File: config.mk
export PLATFORM = sky130hd
export DESIGN_NAME = audio_seq
export DESIGN_NICKNAME = d
export VERILOG_FILES = /design/src/rtl/audio_pkg.sv /design/src/rtl/audio_seq_tone_gen.sv /design/src/rtl/audio_seq.sv
export SDC_FILE = /design/constraint.sdc
export NUM_CORES = 1
export LEC_CHECK = 0
export ABC_AREA = 1
export BUFFER_PORTS_ARGS = -buffer_cell sky130_fd_sc_hd__buf_2
export CAP_MARGIN = 20
export CORE_MARGIN = 2
export CORE_UTILIZATION = 59
export DETAILED_ROUTE_END_ITERATION = 8
export PLACE_DENSITY_LB_ADDON = 0.2
export REMOVE_ABC_BUFFERS = 1
export SYNTH_ARGS = -nofsm -noshare
export SYNTH_HDL_FRONTEND = slang
export SYNTH_SLANG_ARGS = --single-unit
File: constraint.sdc
create_clock -name clk -period 5.65 [get_ports clk]
set_input_delay 0.565 -clock clk [delete_from_list [all_inputs] [get_ports clk]]
set_output_delay 0.565 -clock clk [all_outputs]
set_load 0.02 [all_outputs]
File: src/rtl/audio_pkg.sv
// Shared types and tables for the audio playback sequencer.
// The note table holds half periods in clock cycles; zero entries are silent.
package audio_pkg;

    typedef enum logic [1:0] {
        IDLE = 2'd0,
        PLAY = 2'd1,
        DONE = 2'd2
    } audio_state_t;

    localparam int NOTE_MSB = 13;
    localparam int NOTE_LSB = 8;
    localparam int DUR_MSB  = 7;
    localparam int DUR_LSB  = 0;

    localparam logic [15:0] NOTE_HP [0:63] = '{
        16'd12, 16'd11, 16'd10, 16'd9,  16'd8,  16'd7,  16'd7,  16'd6,
        16'd6,  16'd5,  16'd5,  16'd5,  16'd4,  16'd4,  16'd4,  16'd4,
        16'd3,  16'd3,  16'd3,  16'd3,  16'd3,  16'd3,  16'd2,  16'd2,
        16'd2,  16'd2,  16'd2,  16'd2,  16'd2,  16'd2,  16'd2,  16'd2,
        16'd1,  16'd1,  16'd1,  16'd1,  16'd1,  16'd1,  16'd1,  16'd1,
        16'd1,  16'd1,  16'd1,  16'd1,  16'd1,  16'd1,  16'd1,  16'd1,
        16'd20, 16'd24, 16'd28, 16'd32, 16'd40, 16'd48, 16'd56, 16'd64,
        16'd0,  16'd0,  16'd0,  16'd0,  16'd0,  16'd0,  16'd0,  16'd0
    };

endpackage

File: src/rtl/audio_seq_tone_gen.sv
// Square-wave generator: half-period counter plus speaker flip-flop.
// Counter and output clear whenever disabled or the half period is zero.
module tone_gen #(
    parameter int HP_W = 16
) (
    input  logic            clk,
    input  logic            reset,
    input  logic            en,
    input  logic [HP_W-1:0] hp,
    output logic            speaker
);

    logic [HP_W-1:0] cnt;

    always_ff @(posedge clk) begin
        if (reset || !en || hp == '0) begin
            cnt     <= '0;
            speaker <= 1'b0;
        end else if (cnt == hp - HP_W'(1)) begin
            cnt     <= '0;
            speaker <= ~speaker;
        end else begin
            cnt <= cnt + HP_W'(1);
        end
    end

endmodule

File: src/rtl/audio_seq.sv
// Audio playback sequencer: latches note/duration, plays a square wave, stalls the CPU until done.
// Optional AUDIO_REST_EN: note index 0 becomes a silent rest of the programmed duration.
module audio_seq
    import audio_pkg::*;
#(
    parameter int TICK_CYCLES = 24000,
    parameter int HP_W        = 16
) (
    input  logic        clk,
    input  logic        reset,
    input  logic        audioreg,
    input  logic        audioact,
    input  logic [15:0] data_in,
    output logic        continue_o,
    output logic        busy,
    output logic        speaker
);

    localparam int TICK_W = (TICK_CYCLES > 1) ? $clog2(TICK_CYCLES) : 1;
    localparam logic [TICK_W-1:0] TICK_LAST = TICK_W'(TICK_CYCLES - 1);

    audio_state_t    state, state_next;
    logic [5:0]      note_r, play_note;
    logic [7:0]      dur_r, play_dur;
    logic [TICK_W-1:0] tick;
    logic            tick_wrap;
    logic            tone_en;
    logic [HP_W-1:0] hp;
    logic            unused_bits;

    assign unused_bits = ^data_in[15:14];
    assign tick_wrap   = (tick == TICK_LAST);

    always_comb begin
        state_next = state;
        case (state)
            IDLE: if (audioact) state_next = (dur_r == 8'd0) ? DONE : PLAY;
            PLAY: begin
                if (!audioact)
                    state_next = IDLE;
                else if (tick_wrap && play_dur == 8'd1)
                    state_next = DONE;
            end
            DONE: if (!audioact) state_next = IDLE;
            default: state_next = IDLE;
        endcase
    end

    always_ff @(posedge clk) begin
        if (reset) begin
            state      <= IDLE;
            busy       <= 1'b0;
            continue_o <= 1'b0;
            note_r     <= '0;
            dur_r      <= '0;
            play_note  <= '0;
            play_dur   <= '0;
            tick       <= '0;
        end else begin
            state      <= state_next;
            busy       <= (state_next == PLAY);
            continue_o <= (state_next == DONE);
            if (audioreg) begin
                note_r <= data_in[NOTE_MSB:NOTE_LSB];
                dur_r  <= data_in[DUR_MSB:DUR_LSB];
            end
            // Snapshot uses the pre-load registers, so a same-edge load affects the next play only
            if (state == IDLE && audioact) begin
                play_note <= note_r;
                play_dur  <= dur_r;
                tick      <= '0;
            end else if (state == PLAY) begin
                if (tick_wrap) begin
                    tick     <= '0;
                    play_dur <= play_dur - 8'd1;
                end else begin
                    tick <= tick + TICK_W'(1);
                end
            end else begin
                tick <= '0;
            end
        end
    end

    // Run only while staying in PLAY so speaker is already 0 on the edge that leaves it
    assign tone_en = (state == PLAY) && (state_next == PLAY);

`ifdef AUDIO_REST_EN
    assign hp = (play_note == 6'd0) ? '0 : HP_W'(NOTE_HP[play_note]);
`else
    assign hp = HP_W'(NOTE_HP[play_note]);
`endif

    tone_gen #(.HP_W(HP_W)) u_tone (
        .clk     (clk),
        .reset   (reset),
        .en      (tone_en),
        .hp      (hp),
        .speaker (speaker)
    );

endmodule
==> results.sh, run 1 <==
export IMPL_post_cts_setup_bufs=0
export IMPL_achievable_freq_mhz=278
export IMPL_ys_dominant_reg_cell="dfxtp_1"
export IMPL_synthDominantCellAreaShare_pct=37.7
export IMPL_layout_nets=523
export IMPL_placementRows=27
export IMPL_synth_xor_xnor_area_share_pct=6.92
export IMPL_mappedNetlistArea_mm2=0.00340
export IMPL_synth_edf_count=0
export IMPL_synth_compound_area_share_pct=11.9
export IMPL_internal_power_mw=0.820
export IMPL_timing_critical_path_slowest_stage_cell="o21ai_4"
export IMPL_post_synthesis_simple_gate_area_fraction_pct=31.0
export IMPL_post_route_min_period_ps=3600
export IMPL_grtUsageTotal_pct=23.6
export IMPL_numCtsBuffers=9
export IMPL_ioPinCount=23
export IMPL_cts_htree_levels=3
export IMPL_critical_path_arrival_ps=3810
export IMPL_layout_drive_gt1_share_pct=14.9
export IMPL_syn_instance_count=472
export IMPL_tritoncts_clock_tree="done"
export IMPL_p_switching_mw=0.331
export IMPL_ys_ff_latch=64
export IMPL_gp_congestion=0.869
export IMPL_worst_ep_required_ps=5860
export IMPL_wl_um=6700
export IMPL_power_combinational_fraction_pct=18.8
export IMPL_worst_r2r_cell_count=20
export IMPL_gr_overflow_total=0
export IMPL_via_per_inst=5.12
export IMPL_cts_root_buffer="clkbuf_8"
export IMPL_setup_worst_path_class="flip-flop to flip-flop"
export IMPL_tightestPinTransition_ps=604
export IMPL_floorplan_die_height_um=79.9
export IMPL_start_util_pct=61.4
export IMPL_crit_chain="inv_1 -> ha_1 -> inv_1 -> nand2_1 -> nand3_1 -> nand2_1 -> nand2_2 -> ha_1 -> nand3_1 -> nor2_1 -> ha_1 -> xnor2_1 -> nor3_1 -> nand2_1 -> nor2_1 -> nand3_1 -> nor2_1 -> nand3_2 -> o21ai_4 -> nor2_1"
export IMPL_detailedRoute_firstPassIterationCount=4
export IMPL_final_setup_viol_count=0
export IMPL_tns_ps=0
export IMPL_path_clk_slew_ps=70
export IMPL_critical_path_top_cell_by_count="nor2_1"
export IMPL_synth_yosys_seq_area_share_pct=37.7
export IMPL_antenna_diode_count=0
export IMPL_grt_setup_unrepaired="no"
export IMPL_setup_worst_path_start_class="flip-flop"
export IMPL_post_route_worst_setup_slack_ps=2050
export IMPL_layout_cells_most_common_list="nor2_1 (70), dfxtp_1 (64), nand2_1 (62)"
export IMPL_synth_avg_cell_area_um2=7.20
export IMPL_wl_per_cell_um=11.8
export IMPL_proportion_of_synthesized_area_in_mux_cells_pct=0
export IMPL_maxCapViolCount=0
export IMPL_hpwlAfterDp_um=4970
export IMPL_first_global_vias=2764
export IMPL_layout_cells_most_common="nor2_1"
export IMPL_via_count=2917
export IMPL_critPathCaptureType="flip-flop"
export IMPL_yosysWarningCount=0
export IMPL_post_synth_fa_ha_maj_area_fraction_pct=3.68
export IMPL_postCtsResizedCells=0
export IMPL_combinational_family_with_the_most_area_after_synthesis="simple AND/OR/NAND/NOR gates"
export IMPL_cts_buffer_depth=2
export IMPL_cellLeakagePower_nw=1.55
export IMPL_final_max_slew_viol_count=0
export IMPL_timing_final_hold_violations=0
export IMPL_portbufs=20
export IMPL_period_share_pct=63.6
export IMPL_min_delay_path_class="input port to flip-flop"
export IMPL_post_route_drc_count=0
export IMPL_min_delay_path_depth=3
export IMPL_pwr_share_seq_pct=42.4
export IMPL_ys_types=38
export IMPL_drt_first_iter_violations=89
export IMPL_placeableCoreArea_mm2=0.00554
export IMPL_slew_limit_headroom_pct=59.6
export IMPL_area_growth_pct=10.8
export IMPL_ir_drop_mv=0.281
export IMPL_pre_cts_ws_ps=2050
export IMPL_detail_route_antenna_nets=0
export IMPL_design_die_area_mm2=0.00638
export IMPL_worst_skew_pair_late_latency_ps=340
export IMPL_die_width_um=79.9
export IMPL_status="finished clean"
export IMPL_grt_pass1_wl_um=11800
export IMPL_async_flop_share_pct=0
export IMPL_cp_max_fo=16
export IMPL_power_per_cell_area_mw_per_mm2=306
export IMPL_power_switching_share_pct=28.7
export IMPL_grt_max_degree=24
export IMPL_ctsHoldBuffers=0
export IMPL_clockPowerShare_pct=38.8
export IMPL_synth_top_area_cell="dfxtp_1"
export IMPL_netlist_top_cells_area="dfxtp_1 (38%), nor2_1 (7.7%), nand2_1 (6.8%), inv_1 (6.0%), nand3_1 (5.0%)"
export IMPL_clock_skew_ps=6.56
export IMPL_grt_antenna_before_repair=0
export IMPL_clock_sink_count=64
export IMPL_critical_path_max_stage_delay_ps=480
## cell families (layout without fill, tap and decap cells)
kind of cell               Yosys count  after routing
adders and majority gates           10             10
AOI/OAI and AO/OA                   73             73
and+or+nand+nor                    225            225
DFF                                 64             64
buffers and inverters               74            100
xor gates and xnor gates            26             26
## Yosys cell counts, types with 9 or more instances
cell type and count:
nor2_1 70, xor2_1 17, nor2_2 13, o21ai_0 33
nand4_1 9, nand3_1 34, nand2_1 62, ha_1 10
inv_1 54, dfxtp_1 64, a21oi_1 26, nor3_1 13
## area by class of cell
cell class	instances	area, um2
timing repair buffer	20	100
fill	494	1770
clock buffer	11	151
sequential	64	1280
multi-input combinational	334	1820
inverter	64	248
clock inverter	5	78.8
tap	72	90.1
## registers in the layout, indices dropped and copies added, names as in the netlist
register and flops:
busy 1, continue_o 1, dur_r 8, note_r 6
play_dur 8, play_note 6, state 2, tick 15
u_tone.cnt 16, u_tone.speaker 1
## power by group through the flow
stage                     combinational, mW  sequential [mW]  clock, mW
after CTS                             0.217            0.488      0.454
after detailed placement              0.216            0.498          0
after global placement                0.210            0.497          0
after global routing                  0.250            0.490      0.473
after floorplan                       0.172            0.495          0
final                                 0.217            0.488      0.446
## worst max-delay path, delay by kind of cell, from the launching register on
kind                     cells  cell delay [ps]
adder cells (fa/ha/maj)      3              770
XOR/XNOR                     1              120
AND/OR/NAND/NOR             13             1510
buffers and inverters        2              210
flip-flops                   1              380
AO/OA/AOI/OAI                1              480
## stage by stage
stage          utilization [%]  cells  instance area, um2  hold slack [ps]  total power [mW]
2_1_floorplan                -    462                3350              422             0.668
3_3_place_gp              63.8    554                3540              433             0.707
3_5_place_dp              63.8    554                3540              459             0.714
4_1_cts                   68.0    570                3770              440              1.16
5_1_grt                   68.0    570                3770              454              1.21
6_report                  68.0    570                3770              449              1.15
## per-layer routing
metal / GRT usage [%] / wire length [um] / up-vias
met3: 5.88 / 241 / 13
met1: 28.4 / 3020 / 1298
met5: 0 / 0 / -
met2: 40.4 / 3290 / 39
met4: 8.98 / 142 / 0
li1: - / - / 1567
## worst paths after layout
check | slack (ps) | endpoint | start
setup / recovery | 2050 | u_tone.cnt[13]$_SDFF_PP0_ | play_note[0]$_SDFFE_PP0P_
hold / removal | 450 | dur_r[4]$_SDFFE_PP0P_ | data_in[4]
setup reg to reg | 2050 | u_tone.cnt[13]$_SDFF_PP0_ | play_note[0]$_SDFFE_PP0P_
hold reg to reg | 460 | tick[14]$_SDFF_PP0_ | tick[14]$_SDFF_PP0_
(Power assumes the default switching activity.)
==> run 2, diff against run 1 <==
- ABC_AREA: 1 -> 0
- clock period: 5.65 -> 3.56 ns (I/O delays scaled with it)
==> results.sh, run 2 <==
export IMPL_status="finished clean"
export IMPL_tritoncts_clock_tree="done"
export IMPL_syn_instance_count=390
export IMPL_grt_antenna_before_repair=0
export IMPL_post_route_worst_setup_slack_ps=286
export IMPL_placementRows=27
export IMPL_layout_cells_most_common="dfxtp_1"
export IMPL_placeableCoreArea_mm2=0.00554
export IMPL_cp_max_fo=5
export IMPL_floorplan_die_height_um=79.8
export IMPL_cts_buffer_depth=2
export IMPL_critical_path_arrival_ps=3500
export IMPL_p_total_mw=1.63
export IMPL_yosysWarningCount=0
export IMPL_layout_drive_gt1_share_pct=15.7
export IMPL_wl_per_cell_um=13.6
export IMPL_drt_first_iter_violations=136
export IMPL_period_share_pct=92.0
export IMPL_grt_setup_unrepaired="no"
export IMPL_via_per_inst=5.54
export IMPL_layout_top_registers="u_tone.cnt x16, tick x15"
export IMPL_cp_endpoint="u_tone.speaker$_SDFFE_PP0N_"
export IMPL_r2r_start="play_note[1]$_SDFFE_PP0P_"
export IMPL_setup_worst_path_class="flip-flop to flip-flop"
export IMPL_final_core_utilization_pct=67.9
export IMPL_ctsHoldBuffers=0
export IMPL_final_max_slew_viol_count=0
export IMPL_critical_path_top_cell_by_count="ha_1"
export IMPL_mappedNetlistArea_mm2=0.00339
export IMPL_tns_ps=0
export IMPL_timing_critical_path_slowest_stage_cell="dfxtp_1"
export IMPL_placedInstanceArea_mm2=0.00354
export IMPL_setup_worst_path_start_class="flip-flop"
export IMPL_final_instance_count_excl_fill=487
export IMPL_worst_skew_pair_late_latency_ps=330
export IMPL_clock_sink_count=64
export IMPL_grt_pass1_wl_um=11800
export IMPL_min_delay_path_class="input port to flip-flop"
export IMPL_ys_types=49
export IMPL_gp_congestion=0.809
export IMPL_layout_nets=440
export IMPL_post_route_drc_count=0
export IMPL_synth_top_area_cell="dfxtp_1"
export IMPL_crit_chain="inv_1 -> ha_1 -> mux2_2 -> a211oi_2 -> or2_2 -> ha_1 -> and3_1 -> ha_1 -> xor2_1 -> o2111ai_1 -> nor3_1 -> o2111a_2 -> mux2_4"
export IMPL_max_flop_register="u_tone.cnt"
export IMPL_synth_avg_cell_area_um2=8.70
export IMPL_tightestPinTransition_ps=965
export IMPL_path_clk_slew_ps=70
export IMPL_netlist_top_cells_area="dfxtp_1 (38%), xor2_1 (6.5%), nor2_1 (5.4%), mux2i_1 (4.7%), ha_1 (3.7%)"
export IMPL_final_setup_viol_count=0
export IMPL_grt_max_degree=31
export IMPL_cts_htree_levels=3
export IMPL_slew_limit_headroom_pct=35.2
export IMPL_first_global_vias=2605
export IMPL_ir_drop_mv=0.333
export IMPL_r2r_slack_ps=290
export IMPL_detailedRoute_firstPassIterationCount=4
export IMPL_final_hold_worst_slack_ps=260
export IMPL_critPathCaptureType="flip-flop"
export IMPL_synthDominantCellAreaShare_pct=37.8
export IMPL_via_count=2698
export IMPL_layout_cells_most_common_list="dfxtp_1 (64), nor2_1 (49), nand2_1 (29)"
export IMPL_hpwlAfterDp_um=4540
export IMPL_portbufs=20
export IMPL_ys_ff_latch=64
export IMPL_post_cts_setup_bufs=0
export IMPL_achievable_freq_mhz=305
export IMPL_wl_um=6610
export IMPL_design_die_area_mm2=0.00637
export IMPL_die_width_um=79.8
export IMPL_ys_top_cells_by_count="dfxtp_1 (64), nor2_1 (49), nand2_1 (29)"
export IMPL_worst_ep_required_ps=3780
export IMPL_numCtsBuffers=9
export IMPL_cellLeakagePower_nw=1.42
export IMPL_gr_overflow_total=0
export IMPL_detail_route_antenna_nets=0
export IMPL_synth_yosys_seq_area_share_pct=37.8
export IMPL_number_of_placed_instances_taps_included=471
export IMPL_r2r_end="u_tone.speaker$_SDFFE_PP0N_"
export IMPL_timing_final_hold_violations=0
export IMPL_largest_register_ff_count=16
export IMPL_synth_most_common_cell="dfxtp_1"
export IMPL_start_util_pct=61.2
export IMPL_post_route_min_period_ps=3270
export IMPL_pre_cts_ws_ps=190
export IMPL_worst_r2r_cell_count=13
export IMPL_postCtsResizedCells=0
export IMPL_synth_edf_count=0
export IMPL_maxCapViolCount=0
export IMPL_ioPinCount=23
export IMPL_antenna_diode_count=0
export IMPL_grtUsageTotal_pct=23.5
export IMPL_power_per_cell_area_mw_per_mm2=433
export IMPL_ys_dominant_reg_cell="dfxtp_1"
export IMPL_start_point_of_the_critical_path="play_note[1]$_SDFFE_PP0P_"
export IMPL_async_flop_share_pct=0
export IMPL_clock_skew_ps=7.34
export IMPL_area_growth_pct=10.9
export IMPL_layout_cell_area_non_filler_mm2=0.00376
export IMPL_critical_path_max_stage_delay_ps=420
export IMPL_cts_root_buffer="clkbuf_8"
-- run 2: cell count changes in the layout (fill, tap and decap cells not counted), moves of 7 or more --
cell	before	now
xor2_1	17	25
nand2_1	62	29
inv_1	54	14
and3_1	0	9
nand3_1	34	25
a21oi_1	26	14
o21ai_0	33	5
nand2_2	7	0
nor3_2	0	11
nand4_1	9	2
mux2i_1	0	16
buf_4	0	8
nor2_2	13	0
nor2_1	70	49
-- run 2: how the worst min path moves through the flow --
| stage | start | endpoint | cells after the start |
|---|---|---|---|
| 6_report | data_in[1] | dur_r[1]$_SDFFE_PP0P_ | 3 |
| 5_1_grt | data_in[11] | note_r[3]$_SDFFE_PP0P_ | 3 |
| 4_1_cts | data_in[6] | dur_r[6]$_SDFFE_PP0P_ | 3 |
| 3_5_place_dp | note_r[3]$_SDFFE_PP0P_ | play_note[3]$_SDFFE_PP0P_ | 2 |
| 3_3_place_gp | note_r[4]$_SDFFE_PP0P_ | play_note[4]$_SDFFE_PP0P_ | 2 |
| 2_1_floorplan | reset | play_dur[1]$_SDFFE_PP0P_ | 1 |
-- run 2: worst max-delay path, delay by kind of cell (launching register included) --
| kind | cells | cell delay, ps |
|---|---|---|
| buf+inv | 1 | 90 |
| xor+xnor | 1 | 130 |
| compound gates | 3 | 650 |
| mux | 2 | 580 |
| flops | 1 | 420 |
| fa+ha+maj | 3 | 740 |
| simple gates | 3 | 560 |
-- run 2: cell type report --
type | count | area [um2]
multi-input cells | 293 | 1960
flip-flops and latches | 64 | 1280
clock buffers | 13 | 149
repair buffers | 28 | 160
inverters | 14 | 52.6
clock inverters | 3 | 65.1
well taps | 72 | 90.1
fillers | 454 | 1780
-- run 2: logic make-up (layout without fill, tap and decap cells) --
| group | Yosys count | after routing | share of synthesized area (%) |
|---|---|---|---|
| DFF | 64 | 64 | 37.8 |
| xor gates and xnor gates | 40 | 40 | 10.7 |
| adders and majority gates | 10 | 10 | 3.69 |
| buffers and inverters | 33 | 58 | 4.72 |
| and+or+nand+nor | 176 | 176 | 27.4 |
| muxes | 19 | 19 | 5.83 |
| AOI/OAI and AO/OA | 48 | 48 | 9.85 |
-- run 2: power by group --
group	internal, mW	total (mW)	leakage, nW	switching [mW]
clock	0.414	0.679	0.108	0.265
sequential	0.740	0.763	0.521	0.0226
combinational	0.0836	0.186	0.793	0.103
total	1.24	1.63	1.42	0.391
-- run 2: metal layers --
metal,part of all wire (%),up-vias,track usage (%)
met5,0,-,0
met4,0.89,0,9.66
met3,2.7,9,5.88
met2,49,34,38.7
met1,47,1254,29.4
li1,-,1401,-
==> run 3, diff against run 2 <==
- BUFFER_PORTS_ARGS: -buffer_cell sky130_fd_sc_hd__buf_2 -> -buffer_cell sky130_fd_sc_hd__buf_4
==> results.sh, run 3 (same netlist as run 2, synthesis figures left out) <==
export IMPL_status="finished clean"
export IMPL_post_route_drc_count=0
export IMPL_via_per_inst=5.46
export IMPL_worst_ep_required_ps=3760
export IMPL_maxCapViolCount=0
export IMPL_max_flop_register="u_tone.cnt"
export IMPL_portbufs=20
export IMPL_cts_root_buffer="clkbuf_8"
export IMPL_grt_setup_unrepaired="no"
export IMPL_min_delay_path_depth=3
export IMPL_period_share_pct=92.3
export IMPL_final_setup_viol_count=0
export IMPL_achievable_freq_mhz=304
export IMPL_cts_htree_levels=3
export IMPL_detailedRoute_firstPassIterationCount=4
export IMPL_die_width_um=79.8
export IMPL_first_global_vias=2535
export IMPL_ir_drop_mv=0.476
export IMPL_ioPinCount=23
export IMPL_tns_ps=0
export IMPL_worst_skew_pair_late_latency_ps=330
export IMPL_tightestPinTransition_ps=881
export IMPL_setup_worst_path_class="flip-flop to flip-flop"
export IMPL_tritoncts_clock_tree="done"
export IMPL_final_core_utilization_pct=68.9
export IMPL_clock_sink_count=64
export IMPL_multiInputGateArea_mm2=0.00196
export IMPL_final_fill_count=482
export IMPL_grt_pass1_wl_um=11100
export IMPL_final_max_slew_viol_count=0
export IMPL_worst_r2r_cell_count=14
export IMPL_min_delay_path_class="input port to flip-flop"
export IMPL_layout_cells_most_common_list="dfxtp_1 (64), nor2_1 (49), nand2_1 (29)"
export IMPL_critical_path_max_stage_delay_ps=410
export IMPL_gr_overflow_total=0
export IMPL_crit_chain="inv_1 -> ha_1 -> mux2_2 -> a211oi_2 -> or2_2 -> ha_1 -> and3_1 -> ha_1 -> xor2_1 -> o2111ai_1 -> nor3_1 -> o2111a_1 -> buf_4 -> nor3_1"
export IMPL_grtUsageTotal_pct=21.8
export IMPL_placeableCoreArea_mm2=0.00554
export IMPL_cellLeakagePower_nw=1.43
export IMPL_cts_buffer_depth=2
export IMPL_via_count=2660
export IMPL_placedInstanceArea_mm2=0.00359
export IMPL_numCtsBuffers=9
export IMPL_cp_max_fo=10
export IMPL_design_die_area_mm2=0.00637
export IMPL_path_clk_slew_ps=70
export IMPL_wl_um=6330
export IMPL_drt_first_iter_violations=132
export IMPL_power_per_cell_area_mw_per_mm2=427
export IMPL_antenna_diode_count=0
export IMPL_post_route_worst_setup_slack_ps=273
export IMPL_layout_nets=440
export IMPL_layout_drive_gt1_share_pct=16.1
export IMPL_critical_path_arrival_ps=3480
export IMPL_critPathCaptureType="flip-flop"
export IMPL_wl_per_cell_um=13.0
export IMPL_largest_register_ff_count=16
export IMPL_detail_route_antenna_nets=0
export IMPL_hpwlAfterDp_um=4500
export IMPL_placementRows=27
export IMPL_grt_antenna_before_repair=0
export IMPL_pre_cts_ws_ps=212
export IMPL_setup_worst_path_start_class="flip-flop"
export IMPL_timing_final_hold_violations=0
export IMPL_floorplan_die_height_um=79.8
export IMPL_p_total_mw=1.63
export IMPL_clock_skew_ps=8.39
export IMPL_timing_critical_path_slowest_stage_cell="dfxtp_1"
export IMPL_layout_cell_area_non_filler_mm2=0.00382
export IMPL_layout_cells_most_common="dfxtp_1"
export IMPL_layout_top_registers="u_tone.cnt x16, tick x15"
export IMPL_critical_path_top_cell_by_count="ha_1"
export IMPL_start_util_pct=61.2
export IMPL_slew_limit_headroom_pct=40.8
export IMPL_gp_congestion=0.810
export IMPL_ff_latch_area_mm2=0.00128
export IMPL_post_route_min_period_ps=3290
export IMPL_grt_max_degree=31
export IMPL_area_growth_pct=12.5
==> run 3: changes by cell type in the layout (fill, tap and decap cells not counted), sizes merged <==
cell,delta
clkbuf,-4
clkinvlp,+3
clkinv,+1
==> run 3: metrics by stage <==
stage          instances  hold WS, ps
2_1_floorplan        371          425
3_3_place_gp         471          440
3_5_place_dp         471          445
4_1_cts              487          244
5_1_grt              487          256
6_report             487          254
==> run 3: power by group <==
group | internal [mW] | total [mW] | switching [mW] | leakage [nW]
clock | 0.394 | 0.676 | 0.282 | 0.101
combinational | 0.0894 | 0.192 | 0.103 | 0.808
sequential | 0.740 | 0.762 | 0.0225 | 0.521
total | 1.22 | 1.63 | 0.407 | 1.43
==> run 3: final timing paths <==
| path | start | end | slack (ps) |
|---|---|---|---|
| max | play_note[1]$_SDFFE_PP0P_ | u_tone.cnt[3]$_SDFF_PP0_ | 270 |
| max reg2reg | play_note[1]$_SDFFE_PP0P_ | u_tone.cnt[3]$_SDFF_PP0_ | 270 |
| min | data_in[7] | dur_r[7]$_SDFFE_PP0P_ | 250 |
| min reg2reg | note_r[4]$_SDFFE_PP0P_ | play_note[4]$_SDFFE_PP0P_ | 460 |
==> run 3: repair_timing <==
action / CTS / global route
endpoints found under the setup margin: 0 / 8
buffers inserted: 0 / 0
resized for setup: 0 / 1
hold buffers: 0 / 0
endpoints found under the hold margin: 0 / 0
==> run 3: area by class of cell <==
| class | instances | area share (%) |
|---|---|---|
| tap | 72 | 2.36 |
| inverter | 14 | 1.38 |
| sequential | 64 | 33.6 |
| timing repair buffer | 28 | 5.51 |
| clock inverter | 7 | 2.52 |
| clock buffer | 9 | 3.24 |
| multi-input combinational | 293 | 51.4 |
==> run 3: critical path: cells and delay by family, from the launching register on <==
kind	cells	cell delay, ps
mux	1	290
simple gates	4	610
compound gates	3	700
buf+inv	2	320
xor+xnor	1	130
fa+ha+maj	3	700
flops	1	410
==> run 3: routing by layer <==
layer	GRT usage [%]	share of wire [%]	vias up	wire, um
li1	-	-	1399	-
met1	27.5	48	1227	3060
met2	37.1	48	29	3040
met3	5.77	3.0	5	189
met4	5.42	0.79	0	50
met5	0	0	-	0
